<file path="config.mk">
export PLATFORM = sky130hd
export DESIGN_NAME = hex_event_reader_sparse_10
export DESIGN_NICKNAME = d
export VERILOG_FILES = /design/src/rtl/hex_event_reader_sparse_10.sv
export SDC_FILE = /design/constraint.sdc
export NUM_CORES = 2
export LEC_CHECK = 0
export ABC_AREA = 1
export BUFFER_PORTS_ARGS = -buffer_cell sky130_fd_sc_hd__buf_2
export CAP_MARGIN = 20
export CORE_MARGIN = 4
export CORE_UTILIZATION = 30
export DETAILED_ROUTE_END_ITERATION = 8
export PLACE_DENSITY = 0.54
export SYNTH_ARGS = -nofsm -noshare
export SYNTH_HDL_FRONTEND = slang
export SYNTH_SLANG_ARGS = --single-unit
</file>
<file path="constraint.sdc">
create_clock -name clk -period 5.9 [get_ports clk]
set_input_delay 1.77 -clock clk [delete_from_list [all_inputs] [get_ports clk]]
set_output_delay 1.77 -clock clk [all_outputs]
set_load 0.03 [all_outputs]
</file>
<file path="src/rtl/hex_event_reader_sparse_10.sv">
// hex_event_reader_sparse_10
//   Reads back the sparse hex-event buffer built during a frame. Each 640-bit
//   memory word packs up to ten 64-bit hex records, and memory addresses count
//   records rather than words. After a start pulse, the block walks records
//   buffer_base .. buffer_base+event_count-1. It fetches one word per request
//   and streams one hex event per cycle to the rasterizer over valid/ready.
//
// Ports
//   clk, reset            clock; synchronous active-high reset
//   start, abort          begin a pass (only from idle) / cancel a pass
//   buffer_base           first record address, sampled on start
//   event_count           number of records to read, sampled on start
//   mem_addr, mem_re      read request (record-granular address)
//   mem_ready             request accepted when mem_re && mem_ready
//   mem_rvalid, mem_rdata read response, one 640-bit word per accepted request
//   out_valid, out_ready  hex event stream handshake
//   out_q, out_r          signed axial coordinates (passed bit-exact)
//   out_depth             depth field
//   out_material          material field
//   busy                  pass in progress
//   done                  one-cycle pulse after the last record is accepted
module hex_event_reader_sparse_10 #(
    parameter int RECS_PER_WORD = 10,
    parameter int REC_W         = 64,
    parameter int ADDR_W        = 32,
    parameter int CNT_W         = 16
) (
    input  logic                           clk,
    input  logic                           reset,
    input  logic                           start,
    input  logic                           abort,
    input  logic [ADDR_W-1:0]              buffer_base,
    input  logic [CNT_W-1:0]               event_count,
    output logic [ADDR_W-1:0]              mem_addr,
    output logic                           mem_re,
    input  logic                           mem_ready,
    input  logic                           mem_rvalid,
    input  logic [RECS_PER_WORD*REC_W-1:0] mem_rdata,
    output logic                           out_valid,
    input  logic                           out_ready,
    output logic [15:0]                    out_q,
    output logic [15:0]                    out_r,
    output logic [7:0]                     out_depth,
    output logic [7:0]                     out_material,
    output logic                           busy,
    output logic                           done
);

    localparam int IDX_W  = $clog2(RECS_PER_WORD + 1);
    localparam int WORD_W = RECS_PER_WORD * REC_W;

    typedef enum logic [2:0] {
        S_IDLE,
        S_REQ,
        S_WAIT,
        S_DRAIN,
        S_DONE
    } state_t;

    state_t              state_q, state_d;
    logic [ADDR_W-1:0]   addr_q, addr_d;
    logic [CNT_W-1:0]    remaining_q, remaining_d;
    logic [IDX_W-1:0]    n_q, n_d;          // valid records in the current word
    logic [IDX_W-1:0]    k_q, k_d;          // record currently presented
    logic [WORD_W-1:0]   word_q, word_d;
    logic [REC_W-1:0]    out_rec_q, out_rec_d;

    logic [REC_W-1:0]    word_recs [RECS_PER_WORD];
    logic [IDX_W-1:0]    k_inc;
    logic                last_in_word;
    logic                unused_reserved;

    // Split the latched word into its record slots.
    genvar gi;
    generate
        for (gi = 0; gi < RECS_PER_WORD; gi++) begin : g_rec
            assign word_recs[gi] = word_q[gi*REC_W +: REC_W];
        end
    endgenerate

    assign k_inc        = k_q + IDX_W'(1);
    assign last_in_word = (k_q == n_q - IDX_W'(1));

    always_comb begin
        state_d     = state_q;
        addr_d      = addr_q;
        remaining_d = remaining_q;
        n_d         = n_q;
        k_d         = k_q;
        word_d      = word_q;
        out_rec_d   = out_rec_q;

        case (state_q)
            S_IDLE: begin
                if (start) begin
                    addr_d      = buffer_base;
                    remaining_d = event_count;
                    state_d     = S_REQ;
                end
            end
            S_REQ: begin
                // An empty pass goes straight to DONE from here, so busy is
                // seen for one cycle and no read is ever issued.
                if (remaining_q == '0) begin
                    state_d = S_DONE;
                end else if (mem_ready) begin
                    state_d = S_WAIT;
                end
            end
            S_WAIT: begin
                if (mem_rvalid) begin
                    word_d    = mem_rdata;
                    out_rec_d = mem_rdata[REC_W-1:0];
                    k_d       = '0;
                    n_d       = (remaining_q >= CNT_W'(RECS_PER_WORD))
                                ? IDX_W'(RECS_PER_WORD)
                                : remaining_q[IDX_W-1:0];
                    state_d   = S_DRAIN;
                end
            end
            S_DRAIN: begin
                if (out_ready) begin
                    if (last_in_word) begin
                        remaining_d = remaining_q - CNT_W'(n_q);
                        addr_d      = addr_q + ADDR_W'(n_q);
                        state_d     = (remaining_q == CNT_W'(n_q)) ? S_DONE : S_REQ;
                    end else begin
                        k_d       = k_inc;
                        out_rec_d = word_recs[k_inc];
                    end
                end
            end
            S_DONE: begin
                state_d = S_IDLE;
            end
            default: begin
                state_d = S_IDLE;
            end
        endcase

        // Abort overrides everything, including a simultaneous start.
        if (abort) begin
            state_d = S_IDLE;
        end
    end

    always_ff @(posedge clk) begin
        if (reset) begin
            state_q     <= S_IDLE;
            addr_q      <= '0;
            remaining_q <= '0;
            n_q         <= '0;
            k_q         <= '0;
            word_q      <= '0;
            out_rec_q   <= '0;
        end else begin
            state_q     <= state_d;
            addr_q      <= addr_d;
            remaining_q <= remaining_d;
            n_q         <= n_d;
            k_q         <= k_d;
            word_q      <= word_d;
            out_rec_q   <= out_rec_d;
        end
    end

    assign mem_addr     = addr_q;
    assign mem_re       = (state_q == S_REQ) && (remaining_q != '0);
    assign out_valid    = (state_q == S_DRAIN);
    assign busy         = (state_q == S_REQ) || (state_q == S_WAIT) || (state_q == S_DRAIN);
    assign done         = (state_q == S_DONE);

    assign out_q        = out_rec_q[63:48];
    assign out_r        = out_rec_q[47:32];
    assign out_depth    = out_rec_q[31:24];
    assign out_material = out_rec_q[23:16];

    // The low 16 bits of each record are reserved and intentionally dropped.
    assign unused_reserved = ^out_rec_q[15:0];

endmodule

</file>
; ---- Word level (Yosys, flattened, before mapping)
; Cells that the tools add are included.
[classes]
muxes = 28
eq_ne = 12
div = 0
n_shift = 0
n_bitwise = 1
order_cmp = 2
n_mul = 0
reduce_logical = 13
add_sub_neg = 4
[ops]
columns = operator, n
row1 = two-way mux 64 bit, 5
row2 = binary-select mux 64 bit (select 4 bit), 1
row3 = one-hot mux 64 bit (2 select lines), 1
row4 = two-way mux 32 bit, 3
row5 = one-hot mux 32 bit (2 select lines), 1
row6 = two-way mux 16 bit, 3
row7 = adder 32 x 4 -> 32 bit, 1
row8 = one-hot mux 16 bit (2 select lines), 1
row9 = two-way mux 3 bit, 7
row10 = equality test 16 x 4 -> 1 bit, 1
row11 = >= comparator 16 x 4 -> 1 bit (second input constant), 1
row12 = zero test 16 bit, 1
row13 = two-way mux 4 bit, 4
row14 = nonzero test 16 bit, 1
row15 = subtractor 16 x 4 -> 16 bit, 1
row16 = one-hot mux 3 bit (4 select lines), 1
row17 = one-hot mux 4 bit (2 select lines), 1
row18 = AND reduction 4 bit, 2
row19 = equality test 3 x 2 -> 1 bit (second input constant), 2
row20 = inequality test 2 bit (second input constant), 3
row21 = >= comparator 5 bit (second input constant), 1
row22 = inverter 4 -> 5 bit, 1
row23 = AND reduction 5 bit, 1
row24 = adder 4 x 1 -> 4 bit (second input constant), 1
row25 = other kinds (12), 15
[word_totals]
out_inout_bits = 84
romBits = 0
reg_bits = 763
latchBits = 0
wordCells = 67
n_memories = 0
mem_bits_rw = 0

; ---- Logic depth before layout (Yosys ltp)
[logic_depth]
ltp_word = 8
mapped_depth = 15
depth_no_buf = 14

; ---- Least setup slack after synthesis
; Ideal clock, no wire load.
[synth_timing]
path_type = register -> output
from = reg state_q[2]
to = out out_valid
stages_incl_launch_ff = 6
n_path_buf = 2
arrival_ps = 1381
t_required_ps = 4130
slack_ps = 2749
path_cell_list = dfxtp_1 inv_1 nand2_2 nor2_4 clkbuf_1 clkbuf_1
[synth_between]
elab_chain_len = 1
[synth_rtl]
columns = element, line
row1 = "start, declared", 60  ; state_t state_q, state_d;
row2 = "start signal, assigned", 157  ; state_q <= state_d;
row3 = equality test 3 x 2 -> 1 bit, 169  ; assign out_valid = (state_q == S_DRAIN);
row4 = "end, declared", 39  ; output logic out_valid,
; Every way passes these cells.

; ---- Worst setup path after layout
[layout_timing]
from = reg remaining_q[8]
to = out mem_re
[layout_between]
elab_chain_len = 2
[layout_rtl]
columns = element, line
row1 = "start, declared", 62  ; logic [CNT_W-1:0] remaining_q, remaining_d;
row2 = "start signal, assigned", 159  ; remaining_q <= remaining_d;
row3 = nonzero test 16 bit, 168  ; assign mem_re = (state_q == S_REQ) && (remaining_q != '0);
row4 = logical AND 1 bit, 168
row5 = "end, declared", 35  ; output logic mem_re,
; Every way passes these cells.

==> run_results.csv <==
group,metric,value,unit
pwr,power_switching,3230,uW
timing,fin_worst_skew,0.0286,ns
pwr,combPwrFrac,15.7,%
timing,relSlewSlack,25.4,%
placement,dp_hpwl,91100,um
global_route,grt_remaining_overflow,0,
synthesis,synth_most_common_cell,"nor2_1",
timing,fin_crit_sh,66.9,%
synthesis,yosys.area.top_type,"dfxtp_1",
timing,tightest_slew,1.12,ns
flow_run,cap_violations,0,
synthesis,synth_common_cells,"nor2_1 (1024), nand2_1 (773), o21ai_0 (622)",
timing,max_freq,0.253,GHz
detailed_routing,routed_via_density,5.00,
floorplan,fp.dieArea,96300,um^2
synthesis,synth_ff_type,"dfxtp_1",
timing,setup_violations,0,
worst_setup_path,path_max_fanout,5,
detailed_routing,routed_wirelength,128000,um
worst_setup_path,path_cells,"nor2_1, nand2_1, nor2_1, a21oi_1, buf_2",
synthesis,netlist_top_cells_area,"dfxtp_1 (43%), nor2_1 (14%), o21ai_0 (11%)",
worst_setup_path,cp-start-kind,"flip-flop",
pwr,peakVddDrop,0.193,mV
detailed_routing,drt_iter0_markers,2877,
clock_network,htreeDepth,3,
layout,drive_above_1_share,17.9,%
global_route,grt_pass1_vias,27200,
placement,gp_congestion,0.910,
pwr,seq_power_share,39.9,%
placement,dp_worst_setup_slack,1.95,ns
floorplan,pin_count,779,
synthesis,ys.warnings.count,0,
timing,setup_slack,1.95,ns
detailed_routing,ant_nets,0,
worst_setup_path,worst_ep_arrival_time,2.18,ns
worst_setup_path,cp-end-kind,"primary output",
pwr,leakage,0.0151,uW
global_route,antenna_found_initial,46,
timing,setup_tns,0,ns
timing,maxSlewViolCount,0,
synthesis,synth_area,27400,um^2
detailed_routing,dr.max_layer_used,"met5",
synthesis,netlist_instances,4178,
clock_network,cts_resized,0,
worst_setup_path,slowest_stage,"dfxtp_1",
clock_network,cts_num_sinks,587,
floorplan,std_cell_rows,110,
placement,port_buffers,618,
synthesis,synth_edf_count,0,
floorplan,die_w,310,um
detailed_routing,route.detailed.drc,0,
worst_setup_path,required,4.13,ns
worst_setup_path,crit_buf_inv,1,
floorplan,coreArea,90300,um^2
outcome,status,"finished, final reports clean",
synthesis,synth_top_cell_area_share,42.8,%
pwr,p_sw_share,30.1,%
worst_setup_path,slowest_delay,0.34,ns
worst_setup_path,cpLargestDelayFamily,"simple AND/OR/NAND/NOR gates",
layout,area_growth,23.0,%
worst_hold_path,hp-class,"flip-flop to flip-flop",
detailed_routing,met2_length,54400,um
clock_network,root_buffer,"clkbuf_16",
worst_setup_path,critPathKind,"flip-flop to primary output",
clock_network,cts_made_buffers,72,
layout,fillers,10100,
clock_network,holdBufCountCts,0,
pwr,powerDensity,318,nW/um^2
global_route,grt_pass1_wl,180000,um
detailed_routing,drt_pass1_iterations,5,
detailed_routing,drt-met1-wl,57700,um
clock_network,post_cts_buffers,0,
clock_network,clk-insertion-delay-late,0.63,ns
synthesis,ys_types,41,
synthesis,ys_seq_elements,587,
worst_setup_path,critPathMostFrequentCell,"nor2_1",
detailed_routing,wl_per_cell,21.8,um
pwr,internal-power,7490,uW
synthesis,postSynth.asyncResetShare,0,%
timing,finalHoldViolations,0,
pwr,clock_power_share,44.3,%
clock_network,cts_tree,"yes",
detailed_routing,dr_wl_met3,9100,um
synthesis,syn-num-nets,4885,
synthesis,seq_area_frac_synth,42.8,%
global_route,grt_max_degree,226,
clock_network,clock_path_buffers,3,
worst_setup_path,r2r_start,"state_q[1]",
floorplan,fp.dieH,310,um
detailed_routing,vias,29300,
timing,period_minus_slack,3.95,ns
worst_hold_path,min-delay-start,"word_q[638]",
layout,fin_nets,5315,
synthesis,avgSynthCellArea,6.56,um^2
worst_setup_path,crit_path_start,"remaining_q[8]",
timing,rsz0062_at_grt,"no",
global_route,grtUsageTotal,25.3,%
floorplan,start_util,30.4,%
clock_network,cts.clk_slew.worst_paths,0.06,ns
-- power groups by stage --
stage / clock [uW] / combinational, uW / sequential (uW)
2_1_floorplan: 0 / 860 / 4420
3_3_place_gp: 0 / 1670 / 4360
3_5_place_dp: 0 / 1680 / 4360
4_1_cts: 4860 / 1680 / 4280
5_1_grt: 5010 / 1840 / 4300
6_report: 4760 / 1690 / 4280
-- layout by cell type (no fill, tap or decap), types with 7 or more instances in the layout --
| cell type | n |
|---|---|
| buf_4 | 29 |
| o211ai_1 | 7 |
| nand2_1 | 773 |
| or2_2 | 17 |
| nand3_1 | 295 |
| bufinv_16 | 9 |
| nor2_1 | 1024 |
| inv_1 | 160 |
| diode_2 | 24 |
| ha_1 | 9 |
| clkbuf_16 | 72 |
| a21oi_1 | 266 |
| o21ai_0 | 622 |
| buf_12 | 10 |
| clkbuf_8 | 13 |
| o21ai_1 | 18 |
| nand4_1 | 15 |
| nand3b_1 | 10 |
| nor3_1 | 12 |
| inv_2 | 9 |
| clkbuf_1 | 14 |
| clkinv_2 | 10 |
| nor3_2 | 20 |
| buf_2 | 618 |
| dfxtp_1 | 586 |
-- layer usage --
metal	track usage, %	up-vias
li1	-	14400
met1	35.0	13600
met2	37.8	1026
met3	5.40	219
met4	11.7	30
met5	0	-
-- cell type report --
cell class | count | area [um^2] | share of cell area (%)
Clock buffer | 99 | 2030 | 6.03
Antenna cell | 24 | 60.1 | 0.178
Multi-Input combinational cell | 3116 | 13800 | 40.8
Inverter | 174 | 677 | 2.01
Timing Repair Buffer | 657 | 3510 | 10.4
Clock inverter | 29 | 478 | 1.42
Sequential cell | 587 | 11800 | 34.8
Tap cell | 1176 | 1470 | 4.36
-- registers in the layout, summed over array words and instances, names as in the netlist --
register / cells
word_q: 480
out_rec_q: 48
mem_addr: 32
remaining_q: 16
k_q: 4
n_q: 4
state_q: 3
-- cell families after synthesis --
group / count (synthesis) / synth area share, %
compound gates: 919 / 16.9
flops: 587 / 42.8
mux: 1 / 0.0365
xor+xnor: 5 / 0.214
simple gates: 2179 / 32.3
fa+ha+maj: 12 / 0.602
buf+inv: 475 / 7.06
-- stage by stage --
step	utilization (%)	power, uW	instances	cell area [um^2]	hold slack [ns]
after floorplan	-	5280	4178	27400	0.424
after global placement	34.5	6030	5710	31200	0.432
after detailed placement	34.5	6040	5710	31200	0.438
after CTS	37.3	10800	5838	33700	0.447
after global routing	37.3	11200	5847	33700	0.461
final	37.4	10700	5862	33700	0.445
-- worst register-to-register path, cell delays in order (launching register included) --
cell,delay [ns]
dfxtp_1,0.43
nand2_2,0.12
nor2_4,0.29
buf_4,0.44
buf_4,0.54
nand2_1,0.21
o21ai_1,0.14
inv_2,0.07
nand3_2,0.48
buf_4,0.39
o21ai_0,0.12
a21oi_1,0.16
-- final timing paths --
path,endpoint,slack (ns),cells after the start
worst min register to register,word_q[638],0.45,2
worst max register to register,mem_addr[10],2.45,11
worst min-delay path,word_q[638],0.45,2
worst max-delay path,mem_re,1.95,5
Power figures use the tool's default switching activity.
